## config.mk

```make
export PLATFORM = sky130hd
export DESIGN_NAME = phase_sequencer
export DESIGN_NICKNAME = d
export VERILOG_FILES = /design/src/rtl/phase_sequencer.sv
export SDC_FILE = /design/constraint.sdc
export NUM_CORES = 1
export LEC_CHECK = 0
export ABC_AREA = 1
export CAP_MARGIN = 20
export CORE_UTILIZATION = 55
export DETAILED_ROUTE_END_ITERATION = 12
export GPL_ROUTABILITY_DRIVEN = 0
export GPL_TIMING_DRIVEN = 0
export PLACE_DENSITY = 0.87
export SLEW_MARGIN = 20
export SYNTH_ARGS = -nofsm -noshare
export SYNTH_HDL_FRONTEND = slang
export SYNTH_SLANG_ARGS = --single-unit
```

## constraint.sdc

```tcl
create_clock -name clk -period 4.1 [get_ports clk]
set_input_delay 0.615 -clock clk [delete_from_list [all_inputs] [get_ports clk]]
set_output_delay 0.615 -clock clk [all_outputs]
set_load 0.01 [all_outputs]
```

## src/rtl/phase_sequencer.sv

```systemverilog
// phase_sequencer: major-cycle timing generator feeding the instruction decoders.
// Produces one-hot step clocks (ck) and end-of-step strobes (stb); restarts at
// step 0 when the active decoder raises done, and flags a sticky overrun when
// the last step completes without done.
// Optional feature macro: SEQ_SINGLESTEP_EN adds singlestep/step_req inputs.
//
// state | meaning
// ------+--------------------------------------------------------------
// IDLE  | no instruction in progress, ck/stb/step/running low
// CK    | step clock phase: ck[step] high for CK_CYCLES cycles
// STB   | strobe phase: ck[step] and stb[step] high for STB_CYCLES cycles

module phase_sequencer #(
  parameter int NSTEPS     = 6,
  parameter int CK_CYCLES  = 2,
  parameter int STB_CYCLES = 1
) (
  input  logic       clk,
  input  logic       reset,
  input  logic       run,
  input  logic       done,
`ifdef SEQ_SINGLESTEP_EN
  input  logic       singlestep,
  input  logic       step_req,
`endif
  output logic [5:0] ck,
  output logic [5:0] stb,
  output logic [2:0] step,
  output logic       running,
  output logic       overrun
);

  typedef enum logic [1:0] {
    S_IDLE = 2'd0,
    S_CK   = 2'd1,
    S_STB  = 2'd2
  } state_t;

  localparam int SUB_MAX = (CK_CYCLES > STB_CYCLES) ? CK_CYCLES : STB_CYCLES;
  localparam int SW      = $clog2(SUB_MAX + 1);

  localparam logic [SW-1:0] CK_LAST   = SW'(CK_CYCLES - 1);
  localparam logic [SW-1:0] STB_LAST  = SW'(STB_CYCLES - 1);
  localparam logic [2:0]    STEP_LAST = 3'(NSTEPS - 1);

  state_t        state;
  logic [SW-1:0] sub;
  logic          start_req;
  logic          chain_req;

  // Select what may launch an instruction from IDLE and what may chain after done.
  // In single-step mode only an explicit request launches, and nothing chains.
`ifdef SEQ_SINGLESTEP_EN
  assign start_req = singlestep ? step_req : run;
  assign chain_req = singlestep ? 1'b0     : run;
`else
  assign start_req = run;
  assign chain_req = run;
`endif

  // Sequencer FSM; every output is registered alongside the state so that
  // done/run never reach an output combinationally.
  always_ff @(posedge clk) begin
    if (reset) begin
      state   <= S_IDLE;
      sub     <= '0;
      step    <= '0;
      ck      <= '0;
      stb     <= '0;
      running <= 1'b0;
      overrun <= 1'b0;
    end else begin
      case (state)
        S_IDLE: begin
          if (start_req && !overrun) begin
            state   <= S_CK;
            sub     <= '0;
            step    <= '0;
            ck      <= 6'b000001;
            stb     <= '0;
            running <= 1'b1;
          end
        end

        S_CK, S_STB: begin
          if (done) begin
            // done outranks sub-phase/step advance and the overrun check
            if (chain_req) begin
              state   <= S_CK;
              sub     <= '0;
              step    <= '0;
              ck      <= 6'b000001;
              stb     <= '0;
              running <= 1'b1;
            end else begin
              state   <= S_IDLE;
              sub     <= '0;
              step    <= '0;
              ck      <= '0;
              stb     <= '0;
              running <= 1'b0;
            end
          end else if (state == S_CK) begin
            if (sub == CK_LAST) begin
              state <= S_STB;
              sub   <= '0;
              stb   <= ck;
            end else begin
              sub <= sub + SW'(1);
            end
          end else begin
            if (sub == STB_LAST) begin
              if (step == STEP_LAST) begin
                state   <= S_IDLE;
                sub     <= '0;
                step    <= '0;
                ck      <= '0;
                stb     <= '0;
                running <= 1'b0;
                overrun <= 1'b1;
              end else begin
                state <= S_CK;
                sub   <= '0;
                step  <= step + 3'd1;
                ck    <= 6'b000001 << (step + 3'd1);
                stb   <= '0;
              end
            end else begin
              sub <= sub + SW'(1);
            end
          end
        end

        default: begin
          state   <= S_IDLE;
          sub     <= '0;
          step    <= '0;
          ck      <= '0;
          stb     <= '0;
          running <= 1'b0;
        end
      endcase
    end
  end

endmodule

```

Word level (Yosys, flattened, before mapping)
Cells that the tools add are included.
- add/subtract/negate cells: 2
- equal/unequal tests: 10
- shift-type cells: 1
- mux-type cells: 40
- bitwise gates (word level): 2
- reduce and logical (&&, ||, !) cells: 9
- operator list (cell ; number):
    2-to-1 mux 6 bit ; 10
    one-hot mux 6 bit (2 select lines) ; 2
    2-to-1 mux 2 bit ; 10
    2-to-1 mux 3 bit ; 5
    2-to-1 mux 1 bit ; 9
    != test 3 bit (second input constant) ; 3
    != test 4 bit (second input constant) ; 2
    one-hot mux 2 bit (2 select lines) ; 2
    one-hot mux 3 bit (2 select lines) ; 1
    AND reduction 3 bit ; 2
    left shift 1 x 3 -> 6 bit (first input constant) ; 1
    AND reduction 5 bit ; 1
    == test 2 x 1 -> 1 bit (second input constant) ; 2
    zero test 2 bit ; 2
    AND reduction 4 bit ; 1
    adder 3 x 1 -> 3 bit (second input constant) ; 1
    == test 3 bit (second input constant) ; 1
    adder 2 x 1 -> 2 bit (second input constant) ; 1
    == test 2 bit (second input constant) ; 1
    != test 2 bit (second input constant) ; 1
    inverter 1 bit ; 2
    one-hot mux 1 bit (2 select lines) ; 1
    OR reduction 2 bit ; 1
    logical AND 1 bit ; 1
    zero test 1 bit ; 1
- flip-flop bits (word level): 21
- input port bits: 4
- output and inout port bits: 17
- word-level logic and storage cells: 71

Longest topological paths before layout
Gate-level depths: netlist of the first run.
- depth in word-level cells: 7
- gate-level depth with buffers: 10

Worst setup path before layout of the first run
Ideal clock, no wire load.
- path kind: reg2reg
- start: register state[0]
- end: register state[1]
- library setup time: 0.128 ns
- arrival: 1.347 ns
- required time: 3.972 ns
- slack: 2.625 ns
- cell stages (with the launch flop): 10
- buffers on the path: 0
- cell sequence: dfxtp_1 > inv_1 > ha_1 > nand3_4 > inv_4 > nand2_8 > nand3_4 > nand2_1 > nand2_1 > nor2_1
- word-level cells in the longest chain between the ends: 4
- elaborated cells on any way between the ends: 11
- those cells by class: eq/ne: 5; mux: 3; reduce/logical: 3
- RTL lines (item ; RTL line ; RTL):
    from (decl) ; 46 ; state_t state;
    from (signal assigned) ; 65 ; state <= S_IDLE;
    from (signal assigned) ; 76 ; state <= S_CK;
    from (signal assigned) ; 89 ; state <= S_CK;
    == test 2 x 1 -> 1 bit or == test 2 bit (tied branches) ; 73, 103 ;
    OR reduction 2 bit or 2-to-1 mux 2 bit (tied branches) ; 73, 103 ;
    != test 4 bit (no line) or 2-to-1 mux 2 bit (tied branches) ; - ;
    AND reduction 3 bit (no line) or one-hot mux 2 bit (2 select lines) (tied branches) ; - ;
Several ways; a longest one is shown, not always the timed one.
A chain may end at the register's enable or synchronous reset.

Worst setup path in the final report of the first run
- start: register step[2]
- end: output step[2]
- RTL lines (item ; RTL line ; RTL):
    from (decl) ; 28 ; output logic [2:0] step,
    from (signal assigned) ; 124 ; step <= step + 3'd1;
No word-level cell between the ends.

==> results_dict.tcl, run 1 <==
set metrics [dict create \
    synth_area_sq_mm 0.00121 \
    clock_skew_ns 0.00101 \
    path_delay_family "buffers and inverters" \
    area_delta_synth_final_pct 20.9 \
    vias 1198 \
    rsz0062_at_grt "false" \
    p_sw_uw 358 \
    clk_pin_slew_ns 0.12 \
    fin_util_pct 72.8 \
    crit_chain "clkdlybuf4s50_1" \
    status "finished clean" \
    cp_data_arrival_time_ns 1.38 \
    place_area_sq_mm 0.00143 \
    core_sq_mm 0.00200 \
    cts_resized 0 \
    drt-total-wl_um 2750 \
    maxCapViolations 0 \
    drt_iter0_markers 36 \
    mostFrequentLayoutCells "56 x nand2_1, 23 x nor2_1, 21 x dfxtp_1" \
    startpoint_type "flip-flop" \
    p_int_uw 454 \
    wl_per_cell_um 12.1 \
    grt_antenna_before_repair 0 \
    post-route-min-period_ns 2.00 \
    synth_nets 188 \
    clk_latency_ns 0.30 \
    drc 0 \
    p_clk_share_pct 12.7 \
    synth_cells 178 \
    fmax_ghz 0.501 \
    dp_worst_setup_slack_ns 1.96 \
    die_x_um 48.8 \
    required_ns 3.48 \
    cts_max_path_buffers 2 \
    layout-drive-gt1-share_pct 11.4 \
    fillers 170 \
    die_area_sq_mm 0.00238 \
    synth.area.top_cells "dfxtp_1 35%, nand2_1 17%, nor2_1 7.2%" \
    combPwrFrac_pct 53.3 \
    yosysTopAreaCell "dfxtp_1" \
    hold_path.class "reg -> reg" \
    leakagePower_uw 0.000633 \
    detail-route-antenna-nets 0 \
    dpl.cell_count 224 \
    synth_cell_types 25 \
    final_cell_area_sq_mm 0.00146 \
    numCtsBuffers 3 \
    p_seq_share_pct 34.0 \
    gr-total-overflow 0 \
    tritoncts "built" \
    fp-row-count 16 \
    critPathBufInv 1 \
    crit_fanout 7 \
    postCtsSetupRepairBufs 0 \
    io_buffers 19 \
    crit_path_max_incr_delay_ns 0.59 \
    hold_viol_final 0 \
    use_met3_pct 4.98 \
    crit_path_end_kind "output pin" \
    pin_count 21 \
    slew_violations 0 \
    grt_pass1_vias 1159 \
    synth_top_area_share_pct 34.9 \
    grt.met2_usage_pct 47.7 \
    post_layout_nonfiller_instances 228 \
    irDropWorstVdd_mv 0.362 \
    relSlewSlack_pct 70.8 \
    met1_usage_pct 28.6 \
    grt_use_total_pct 25.5 \
    r2r_setup_slack_ns 2.40 \
    setup_tns_ns 0 \
    syn_avg_cell_area_sq_um 6.78 \
    worst_pin_slew_ns 0.438 \
    grt_pass1_wl_um 4770 \
    finalWorstSetupSlack_ns 2.10 \
    synth_seq_area_share_pct 34.9 \
    dp_hpwl_um 2080 \
    nets 212 \
    mostFrequentLayoutCell "nand2_1" \
    grt_max_degree 13 \
    p_per_area_mw_per_mm2 557 \
    crit_type "reg -> out" \
    grt_most_used_layer "met2" \
    ys_ff_latch 21 \
    via_per_inst 5.25 \
    swShare_pct 44.1 \
    dieHeight_um 48.8 \
    antennaDiodeCount 0 \
    initial_core_util_pct 60.3 \
    cts_num_sinks 21 \
    firstDrtPassIters 4 \
    post-route-period-util_pct 48.7 \
    cts.htree.levels 1 \
    cts_hold_buf 0 \
    setup_viol 0 \
    yosysWarnings 0 \
    root_buffer "clkbuf_4" \
    crit_slowest_cell "clkdlybuf4s50_1" \
]
## area by class of cell
type | instances | area [sq um] | area share (%)
Multi-Input combinational cell | 130 | 678 | 46.5
Sequential cell | 21 | 420 | 28.8
Timing Repair Buffer | 19 | 190 | 13.0
Inverter | 24 | 92.6 | 6.35
Tap cell | 27 | 33.8 | 2.32
Clock buffer | 3 | 22.5 | 1.55
Buffer | 3 | 15.0 | 1.03
Clock inverter | 1 | 5.00 | 0.343
## power by group through the flow
| stage | sequential, uW | clock [uW] | combinational (uW) |
|---|---|---|---|
| floorplan | 291 | 0 | 288 |
| global placement | 278 | 0 | 418 |
| detailed placement | 281 | 0 | 427 |
| CTS | 277 | 102 | 431 |
| global route | 282 | 111 | 479 |
| finish | 276 | 103 | 433 |
## cell families after synthesis
logic type               Yosys count  synth area share [%]
buffers and inverters             27                  8.92
AO/OA/AOI/OAI                     17                  7.26
AND/OR/NAND/NOR                  107                  42.7
adder cells (fa/ha/maj)            6                  6.22
flip-flops                        21                  34.9
## state kept, by name, summed over array words and instances (netlist names)
register and flops:
running 1, sub 2, state 2, ck 6
stb 6, overrun 1, step 3
## metrics by stage
step | hold slack [ns] | total power [uW]
2_1_floorplan | 0.460 | 579
3_3_place_gp | 0.459 | 696
3_5_place_dp | 0.482 | 709
4_1_cts | 0.501 | 810
5_1_grt | 0.527 | 872
6_report | 0.503 | 812
## worst min-delay path, cell delays in order, from the launching register on
cell	delay (ns)
dfxtp_1	0.34
inv_1	0.06
a21oi_1	0.07
## cell usage after synthesis (all sizes together)
master  instances
clkbuf          1
nand4          10
buf             2
or2             1
o21ai           4
dfxtp          21
nand2          60
nor3            1
inv            24
nand3           8
a21oi          12
nor2           26
nand3b          1
o21bai          1
ha              6
## worst paths after layout
check,start,endpoint,cells after the start
max,step[2]$_SDFFE_PP0P_,step[2],1
min,overrun$_SDFFE_PP0P_,overrun$_SDFFE_PP0P_,2
max reg2reg,state[1]$_SDFFE_PP0P_,stb[2]$_SDFFE_PP0P_,8
min reg2reg,overrun$_SDFFE_PP0P_,overrun$_SDFFE_PP0P_,2
## metal layers
layer,vias to the layer above,wire length (um),share of wire (%)
li1,611,-,-
met1,541,1220,44
met2,42,1380,50
met3,4,130,4.7
met4,0,21,0.76
met5,-,0,0
Power figures use the tool's default switching activity.
==> run 2, diff against run 1 <==
- CORE_UTILIZATION: 55 -> 46
- PLACE_DENSITY: 0.87 -> 0.78
- clock period: 4.1 -> 1.8 ns (I/O delays scaled with it)
==> results_dict.tcl, run 2 (synthesis gave the netlist of run 1 again) <==
set metrics [dict create \
    clk_pin_slew_ns 0.12 \
    finalWorstSetupSlack_ns 0.137 \
    r2r-start "state[0]$_SDFFE_PP0P_" \
    drc 0 \
    firstDrtPassIters 4 \
    required_ns 1.99 \
    grt_pass1_vias 1122 \
    p_per_area_mw_per_mm2 1260 \
    grt_pass1_wl_um 4650 \
    cts_num_sinks 21 \
    post-route-period-util_pct 92.4 \
    hold_path.class "in -> reg" \
    fp-row-count 18 \
    startpoint "state[0]$_SDFFE_PP0P_" \
    use_met3_pct 5.17 \
    mostFrequentLayoutCells "56 x nand2_1, 22 x nor2_1, 21 x dfxtp_1" \
    root_buffer "clkbuf_4" \
    rsz0062_at_grt "false" \
    maxCapViolations 0 \
    postCtsSetupRepairBufs 0 \
    dp_hpwl_um 2050 \
    setup_tns_ns 0 \
    gr-total-overflow 0 \
    final_cell_area_sq_mm 0.00147 \
    post_layout_nonfiller_instances 231 \
    setup_viol 0 \
    drt_iter0_markers 31 \
    irDropWorstVdd_mv 0.733 \
    cts.htree.levels 1 \
    path_delay_family "simple AND/OR/NAND/NOR gates" \
    crit_fanout 9 \
    met1_usage_pct 26.8 \
    grt_use_total_pct 22.1 \
    post-route-min-period_ns 1.66 \
    hold_viol_final 0 \
    drt-total-wl_um 2660 \
    initial_core_util_pct 48.7 \
    core_sq_mm 0.00248 \
    nets 212 \
    antennaDiodeCount 0 \
    via_per_inst 5.18 \
    grt_max_degree 13 \
    wl_per_cell_um 11.5 \
    detail-route-antenna-nets 0 \
    area_delta_synth_final_pct 22.2 \
    fillers 233 \
    worst_pin_slew_ns 0.455 \
    slew_violations 0 \
    cts_resized 0 \
    pin_count 21 \
    numCtsBuffers 3 \
    mostFrequentLayoutCell "nand2_1" \
    clk_latency_ns 0.30 \
    dieHeight_um 53.2 \
    io_buffers 19 \
    grt_antenna_before_repair 0 \
    critPathBufInv 2 \
    dp_worst_setup_slack_ns 0.0208 \
    clock_skew_ns 0.00338 \
    crit_slowest_cell "ha_2" \
    grt_most_used_layer "met2" \
    cp_data_arrival_time_ns 1.85 \
    die_area_sq_mm 0.00283 \
    crit_chain "inv_1 -> ha_2 -> nand3_4 -> inv_4 -> nand2_8 -> nand3_4 -> nand2_1 -> nand2_1 -> nor2_1" \
    status "finished clean" \
    cts_max_path_buffers 2 \
    fin_hold_ws_ns 0.376 \
    relSlewSlack_pct 69.7 \
    layout-drive-gt1-share_pct 12.4 \
    crit_path_end_kind "flip-flop" \
    reg_top3 "ck x6, stb x6, step x3" \
    place_area_sq_mm 0.00143 \
    fmax_ghz 0.601 \
    vias 1197 \
    startpoint_type "flip-flop" \
    tritoncts "built" \
    grt.met2_usage_pct 37.3 \
    min_from "reset" \
    leakagePower_uw 0.000633 \
    dpl.cell_count 227 \
    crit_path_max_incr_delay_ns 0.41 \
    die_x_um 53.2 \
    cts_hold_buf 0 \
    crit_type "reg -> reg" \
]
==> run 2: path summary, 6_finish.rpt <==
kind / slack, ns / end / depth (start not counted)
hold / removal: 0.38 / ck[1]$_SDFFE_PP0P_ / 2
setup / recovery: 0.14 / state[1]$_SDFFE_PP0P_ / 9
hold reg to reg: 0.48 / overrun$_SDFFE_PP0P_ / 2
setup reg to reg: 0.14 / state[1]$_SDFFE_PP0P_ / 9
==> run 2: metal layers <==
layer | vias to the layer above | share of wire [%]
li1 | 609 | -
met1 | 552 | 43
met2 | 32 | 51
met3 | 4 | 5.0
met4 | 0 | 0.86
met5 | - | 0
==> run 2: cell type report <==
type / instances / area, sq um / area share (%)
buffer: 3 / 15.0 / 1.02
clock buffer: 3 / 22.5 / 1.53
clock inverter: 1 / 5.00 / 0.340
inverter: 24 / 92.6 / 6.28
multi-input combinational: 130 / 691 / 46.9
sequential: 21 / 420 / 28.5
tap: 30 / 37.5 / 2.55
timing repair buffer: 19 / 190 / 12.9
==> run 2: power by group <==
group / switching, uW / internal, uW
Clock: 142 / 82.8
Combinational: 603 / 404
Sequential: 70.9 / 561
Total: 816 / 1050
==> run 2: per-stage QoR <==
step           utilization, %  total power [uW]
2_1_floorplan               -              1320
3_3_place_gp             57.9              1590
3_5_place_dp             57.9              1610
4_1_cts                  59.0              1850
5_1_grt                  59.5              2020
6_report                 59.5              1860
